**src/rtl/ps2_scan_history_if.sv**
```systemverilog
// Consumer-side port bundle for the decoded key-code queue.
// Handshake: code_valid is high whenever code_out holds a queued entry;
// the consumer raises rd_en to take it, and an entry is removed only in a
// cycle where rd_en and code_valid are both high. rd_en while code_valid is
// low has no effect, and code_out is held stable until the entry is taken.
interface ps2_scan_history_if;
  logic       rd_en;
  logic       code_valid;
  logic [9:0] code_out;

  // Side that owns the queue.
  modport master (input rd_en, output code_valid, output code_out);
  // Side that consumes codes.
  modport slave (output rd_en, input code_valid, input code_out);
endinterface

```
**src/rtl/ps2_scan_history.sv**
```systemverilog
// PS/2 keyboard receiver: synchronises the PS/2 lines, deserialises and
// checks device-to-host frames, folds E0/F0 prefixes into tagged 10-bit
// codes {ext, brk, byte}, queues them in a first-word fall-through FIFO and
// shows the last three codes plus status on the HEX displays and LEDs.
module ps2_scan_history #(
  parameter int DEPTH          = 16,
  parameter int TIMEOUT_CYCLES = 50000
) (
  input  logic                      CLOCK_50,
  input  logic                      resetn,
  input  logic                      PS2_CLK,
  input  logic                      PS2_DAT,
  ps2_scan_history_if.master        code_if,
  output logic [9:0]                LEDR,
  output logic [6:0]                HEX0,
  output logic [6:0]                HEX1,
  output logic [6:0]                HEX2,
  output logic [6:0]                HEX3,
  output logic [6:0]                HEX4,
  output logic [6:0]                HEX5,
  output logic [1:0]                dbg_state
);

  localparam int AW = $clog2(DEPTH);
  localparam int TW = $clog2(TIMEOUT_CYCLES + 1);
  localparam logic [AW:0]   DEPTH_C = DEPTH[AW:0];
  localparam logic [TW-1:0] TO_LAST = TW'(TIMEOUT_CYCLES - 1);

  typedef enum logic [1:0] {
    ST_IDLE  = 2'd0,
    ST_SHIFT = 2'd1,
    ST_CHECK = 2'd2
  } rx_state_t;

  // Synchroniser and edge-detect registers; idle PS/2 lines are high, so
  // resetting to 1 avoids a spurious falling edge after reset release.
  logic clk_s1, clk_s2, clk_d, dat_s1, dat_s2;
  logic fall;

  // Two-stage synchronisers plus a delayed copy of the synced clock.
  always_ff @(posedge CLOCK_50 or negedge resetn) begin
    if (!resetn) begin
      clk_s1 <= 1'b1;
      clk_s2 <= 1'b1;
      clk_d  <= 1'b1;
      dat_s1 <= 1'b1;
      dat_s2 <= 1'b1;
    end else begin
      clk_s1 <= PS2_CLK;
      clk_s2 <= clk_s1;
      clk_d  <= clk_s2;
      dat_s1 <= PS2_DAT;
      dat_s2 <= dat_s1;
    end
  end

  assign fall = clk_d & ~clk_s2;

  rx_state_t     state;
  logic [3:0]    bit_cnt;
  logic [9:0]    shreg;      // {stop, parity, data[7:0]} after ten edges
  logic [TW-1:0] idle_cnt;
  logic          byte_valid;
  logic [7:0]    rx_byte;
  logic          frame_err;

  // Frame receiver: start detect, ten-bit shift with idle timeout, check.
  always_ff @(posedge CLOCK_50 or negedge resetn) begin
    if (!resetn) begin
      state      <= ST_IDLE;
      bit_cnt    <= '0;
      shreg      <= '0;
      idle_cnt   <= '0;
      byte_valid <= 1'b0;
      rx_byte    <= '0;
      frame_err  <= 1'b0;
    end else begin
      byte_valid <= 1'b0;
      case (state)
        ST_IDLE: begin
          if (fall && !dat_s2) begin
            state    <= ST_SHIFT;
            bit_cnt  <= '0;
            idle_cnt <= '0;
          end
        end
        ST_SHIFT: begin
          if (fall) begin
            shreg    <= {dat_s2, shreg[9:1]};
            idle_cnt <= '0;
            if (bit_cnt == 4'd9) state <= ST_CHECK;
            else                 bit_cnt <= bit_cnt + 4'd1;
          end else if (idle_cnt == TO_LAST) begin
            state     <= ST_IDLE;
            frame_err <= 1'b1;
          end else begin
            idle_cnt <= idle_cnt + 1'b1;
          end
        end
        ST_CHECK: begin
          state <= ST_IDLE;
          // Odd parity over data+parity and a high stop bit.
          if ((^shreg[8:0]) && shreg[9]) begin
            byte_valid <= 1'b1;
            rx_byte    <= shreg[7:0];
          end else begin
            frame_err <= 1'b1;
          end
        end
        default: state <= ST_IDLE;
      endcase
    end
  end

  assign dbg_state = state;

  logic          ext_f, brk_f;
  logic          push, pop, full, wr_ok;
  logic [9:0]    new_code;
  logic [AW-1:0] wr_ptr, rd_ptr;
  logic [AW:0]   count;
  logic          overflow;
  logic [9:0]    mem [DEPTH];
  logic [9:0]    h0;
  logic [7:0]    h1, h2;
  logic [2:0]    hv;

  assign push     = byte_valid && (rx_byte != 8'hE0) && (rx_byte != 8'hF0);
  assign new_code = {ext_f, brk_f, rx_byte};
  assign pop      = code_if.rd_en && (count != '0);
  assign full     = (count == DEPTH_C);
  // A push into a full FIFO only lands if the head leaves in the same cycle.
  assign wr_ok    = push && (!full || pop);

  // Prefix decoder, FIFO pointers/count, sticky overflow and display history.
  always_ff @(posedge CLOCK_50 or negedge resetn) begin
    if (!resetn) begin
      ext_f    <= 1'b0;
      brk_f    <= 1'b0;
      wr_ptr   <= '0;
      rd_ptr   <= '0;
      count    <= '0;
      overflow <= 1'b0;
      h0       <= '0;
      h1       <= '0;
      h2       <= '0;
      hv       <= '0;
    end else begin
      if (byte_valid) begin
        if (rx_byte == 8'hE0)      ext_f <= 1'b1;
        else if (rx_byte == 8'hF0) brk_f <= 1'b1;
        else begin
          ext_f <= 1'b0;
          brk_f <= 1'b0;
        end
      end
      if (wr_ok) wr_ptr <= wr_ptr + 1'b1;
      if (pop)   rd_ptr <= rd_ptr + 1'b1;
      if (wr_ok && !pop)      count <= count + 1'b1;
      else if (!wr_ok && pop) count <= count - 1'b1;
      if (push && full && !pop) overflow <= 1'b1;
      // History follows every decoded code, including ones the FIFO dropped.
      if (push) begin
        h2 <= h1;
        h1 <= h0[7:0];
        h0 <= new_code;
        hv <= {hv[1:0], 1'b1};
      end
    end
  end

  // FIFO storage; contents are qualified by count, so no reset is needed.
  always_ff @(posedge CLOCK_50) begin
    if (wr_ok) mem[wr_ptr] <= new_code;
  end

  assign code_if.code_valid = (count != '0);
  assign code_if.code_out   = (count != '0) ? mem[rd_ptr] : 10'h000;

  function automatic logic [6:0] seg7(input logic [3:0] n);
    case (n)
      4'h0: seg7 = 7'h40;  4'h1: seg7 = 7'h79;  4'h2: seg7 = 7'h24;  4'h3: seg7 = 7'h30;
      4'h4: seg7 = 7'h19;  4'h5: seg7 = 7'h12;  4'h6: seg7 = 7'h02;  4'h7: seg7 = 7'h78;
      4'h8: seg7 = 7'h00;  4'h9: seg7 = 7'h10;  4'hA: seg7 = 7'h08;  4'hB: seg7 = 7'h03;
      4'hC: seg7 = 7'h46;  4'hD: seg7 = 7'h21;  4'hE: seg7 = 7'h06;  default: seg7 = 7'h0E;
    endcase
  endfunction

  logic [8:0] count_w;
  logic [4:0] count_sat;

  // Status LEDs and displays; unwritten history slots stay blank.
  always_comb begin
    count_w   = 9'(count);
    count_sat = (count_w > 9'd31) ? 5'd31 : count_w[4:0];
    LEDR      = {count_sat, frame_err, overflow, full, h0[8], h0[9]};
    HEX0      = hv[0] ? seg7(h0[3:0]) : 7'h7F;
    HEX1      = hv[0] ? seg7(h0[7:4]) : 7'h7F;
    HEX2      = hv[1] ? seg7(h1[3:0]) : 7'h7F;
    HEX3      = hv[1] ? seg7(h1[7:4]) : 7'h7F;
    HEX4      = hv[2] ? seg7(h2[3:0]) : 7'h7F;
    HEX5      = hv[2] ? seg7(h2[7:4]) : 7'h7F;
  end

endmodule

```
**src/flat_wrapper.sv**
```systemverilog
// flat-port wrapper written by rule: the top's interface ports become plain ports
module ps2_scan_history_flat 
#(
  parameter int DEPTH          = 16,
  parameter int TIMEOUT_CYCLES = 50000
)
  (CLOCK_50, resetn, PS2_CLK, PS2_DAT, LEDR, HEX0, HEX1, HEX2, HEX3, HEX4, HEX5, dbg_state, code_if_rd_en, code_if_code_valid, code_if_code_out);
  ps2_scan_history_if code_if_i ();
  input  logic CLOCK_50;
  input  logic resetn;
  input  logic PS2_CLK;
  input  logic PS2_DAT;
  output logic [9:0] LEDR;
  output logic [6:0] HEX0;
  output logic [6:0] HEX1;
  output logic [6:0] HEX2;
  output logic [6:0] HEX3;
  output logic [6:0] HEX4;
  output logic [6:0] HEX5;
  output logic [1:0] dbg_state;
  input wire logic [$bits(code_if_i.rd_en)-1:0] code_if_rd_en;
  output wire logic [$bits(code_if_i.code_valid)-1:0] code_if_code_valid;
  output wire logic [$bits(code_if_i.code_out)-1:0] code_if_code_out;
  assign code_if_i.rd_en = code_if_rd_en;
  assign code_if_code_valid = code_if_i.code_valid;
  assign code_if_code_out = code_if_i.code_out;
  ps2_scan_history #(.DEPTH(DEPTH), .TIMEOUT_CYCLES(TIMEOUT_CYCLES)) u_core (.CLOCK_50(CLOCK_50), .resetn(resetn), .PS2_CLK(PS2_CLK), .PS2_DAT(PS2_DAT), .code_if(code_if_i), .LEDR(LEDR), .HEX0(HEX0), .HEX1(HEX1), .HEX2(HEX2), .HEX3(HEX3), .HEX4(HEX4), .HEX5(HEX5), .dbg_state(dbg_state));
endmodule
```
**config.mk**
```make
export PLATFORM = sky130hd
export DESIGN_NAME = ps2_scan_history_flat
export DESIGN_NICKNAME = d
export VERILOG_FILES = /design/src/rtl/ps2_scan_history_if.sv /design/src/rtl/ps2_scan_history.sv /design/src/flat_wrapper.sv
export SDC_FILE = /design/constraint.sdc
export NUM_CORES = 1
export LEC_CHECK = 0
export CORE_UTILIZATION = 57
export CTS_CLUSTER_DIAMETER = 60
export CTS_CLUSTER_SIZE = 12
export DETAILED_ROUTE_END_ITERATION = 6
export PLACE_DENSITY = 0.75
export SETUP_SLACK_MARGIN = 0.2
export SYNTH_ARGS = -nofsm -noshare
export SYNTH_HDL_FRONTEND = slang
export SYNTH_SLANG_ARGS = --single-unit
```
**constraint.sdc**
```tcl
create_clock -name CLOCK_50 -period 9.57 [get_ports CLOCK_50]
set_clock_uncertainty 0.1 [all_clocks]
set_input_delay 2.871 -clock CLOCK_50 [delete_from_list [all_inputs] [get_ports CLOCK_50]]
set_output_delay 2.871 -clock CLOCK_50 [all_outputs]
set_load 0.05 [all_outputs]
```
==> metrics.txt <==
status=completed; placed inst area=~13000 µm²; crit path max fanout=32; FF-to-FF Start=u_core.rx_byte[3]; wire per inst=between 20 and 25 µm; Reg clk slew, reported paths=around 0.06 ns; CP delay by family, top=buffers and inverters; 1st-iter DRT viols=617; Period minus WS final=approximately 6.5 ns; vias in the first global route=between 7000 and 8000; largest net degree at the start of global routing=around 80; Fin Setup TNS=0 ns; Peak Freq=~150 MHz; Final ANT Viol Nets=0; Placer Congestion=0.823; # rows=between 50 and 60; maxcap violations=0; post-synthesis instance total=840; CP cell instances=buf_4 > mux4_2 > a22oi_1 > a21oi_1 > clkdlybuf4s50_1; clock sinks=252; Post-synth ARST share=36.5%; Sequential Area=7110 µm²; initial antenna violation count=0; Seq/Total Area, Yosys=about three fifths; Setup Buffers After CTS=0; core area=a little over 20000 µm²; # diodes=0; leak pwr=between 4 and 5 nW; share of cells above drive strength 1=14.3%; Synth Register Bits=between 200 and 300; DRT Pass-1 Iters=5; Port Buffers=just under 70; Synth Area in Compound Gates=slightly above 8%; final setup vio count=0; Die X=between 100 and 150 µm; post-detail-place hpwl=roughly 17000 µm; die area=21300 µm²; quantity of gates resized following cts=0; Mapped Area=~12000 µm²; global-route wire length before repair=41200 µm; hold_ws=0.255 ns; critical path arrival=~3.5 ns; Synth Warn #=0; EDFF count, synth=160; VDD IR max=approximately 0.11 mV; crit path launch type=register; Slowest-stage cell, CP=clkdlybuf4s50_1; post-synthesis mux area share=13.4%; Hold Path Class=reg -> reg; xor and xnor area share after synthesis=2.19%; PwrDens=about 210 nW/µm²; grt ovf=0; Nets=955; clk_lat worst skew=just over 0.5 ns; Worst Tran Pin Value=roughly 1.2 ns; fillers=around 1500; CP Class=reg -> out; Critical Path Max Stage Delay=approximately 0.7 ns; Hold Fails Final Rpt=0; die height=around 150 µm; Tcrit/Tclk final=between 60% and 70%; Post-Syn Nets=between 800 and 900; simple-gate share of the synthesized area=7.60%; Mean Syn Cell Area=14.1 µm²; clock buffer depth=3; Yosys cell types=between 50 and 60; pins over their slew limit=0; Synth Area in Adders=5.26%; Design Area, Final=13400 µm²; area growth from synthesis to layout=13.8%; Clock Tree Root=clkbuf_16; required time worst endpoint=6.60 ns; CTS buffer count=25; Post-synth top flop=edfxtp_1; max-slew headroom at the worst pin=about 23%; Hold-fix buffers, CTS=0; total track usage=around 25%; RSZ-0062 raised after global routing=no; IO Pins=70; CTS tree=done; CP endpoint kind=primary output; Crit path buffers/inverters=2; largest family of logic cells by synthesized area=multiplexers; via/cell ratio=approximately 6; crit path launch=u_core.rd_ptr[0]; H-tree Lvls=1; multi-input logic area=about 4300 µm²; via count=between 7000 and 8000; WL final=around 26000 µm; DR DRC count=0; Starting Density=58.1%; hold_sp=u_core.clk_s1; Tot Pwr=between 2 and 3 mW
sequential cells by signal, indices dropped and copies added, names as in the netlist, 5 cells and up:
register,flops
u_core.count,5
u_core.idle_cnt,16
u_core.rx_byte,8
u_core.h2,8
u_core.shreg,10
u_core.h1,8
u_core.mem,160
u_core.h0,10
cell usage after synthesis (all sizes together), types with 16 or more instances:
library cell	n	area, µm²
edfxtp	160	4800
nor2	31	116
clkbuf	28	105
a22oi	20	150
nand3	29	145
buf	16	100
dfrtp	87	2180
o21ai	45	236
mux2	32	360
o211ai	30	225
a21oi	21	105
mux4	46	1040
nand2	60	225
inv	44	165
mux2i	19	190
ha	48	601
final timing paths:
path,slack [ns],endpoint,depth (start not counted)
max,3.10,code_if_code_out[5],5
min,0.25,u_core.clk_s2,0
max reg2reg,5.19,u_core.count[4],12
min reg2reg,0.25,u_core.clk_s2,0
max in group asynchronous,5.95,u_core.rd_ptr[0],2
min in group asynchronous,2.10,u_core.wr_ptr[2],1
per-stage QoR:
step	worst slack (ns)	cells	utilization, %
2_1_floorplan	3.93	840	-
3_3_place_gp	3.67	1144	62.7
3_5_place_dp	3.58	1144	62.7
4_1_cts	3.04	1189	66.2
5_1_grt	2.88	1189	66.2
6_report	3.10	1189	66.2
report_power, final:
group	leakage, nW	switching (mW)	internal (mW)
Clock	0.341	0.387	0.497
Sequential	2.78	0.0879	1.20
Combinational	1.78	0.421	0.288
cell usage in the layout, fill, tap and decap left out, types with 2 or more instances in the layout:
master	instances
clkbuf_16	25
a21o_1	5
nor3_1	4
nand3_1	29
nor2_1	31
and3_1	2
nand4_1	4
edfxtp_1	160
nor3b_1	2
a21oi_1	21
buf_4	10
o211ai_1	30
nor2b_1	8
o31a_1	2
o21ai_0	43
a22oi_1	20
xor2_1	12
a21boi_0	6
inv_1	43
nand2b_1	11
a211oi_1	3
clkbuf_1	18
mux2i_1	19
o21a_1	3
and4_1	2
and2_1	13
dfstp_2	5
ha_1	48
xnor2_1	15
nor4_2	4
mux4_2	46
mux2_2	32
dfrtp_1	86
clkdlybuf4s50_1	68
or3_1	3
o311ai_0	7
nor4b_1	2
nand2_1	60
kinds of logic after synthesis:
group,after synthesis
multiplexers,97
adder cells (fa/ha/maj),49
XOR/XNOR,28
AO/OA/AOI/OAI,146
buffers and inverters,88
flip-flops,252
AND/OR/NAND/NOR,180
routing by layer:
metal  track usage [%]  vias to the layer above  share of wire [%]
met5                 0                        -                  0
met4              4.84                        0                1.6
met3              3.79                       32                6.1
met2              41.6                      218                 50
met1              34.9                     3612                 43
li1                  -                     3261                  -
area by class of cell:
cell class,count,area share (%)
Timing Repair Buffer,78,5.63
Clock buffer,44,5.26
Sequential cell,252,53.0
Tap cell,270,2.51
Clock inverter,1,0.0652
Inverter,44,1.23
Multi-Input combinational cell,500,32.3
(Power assumes the default switching activity.)
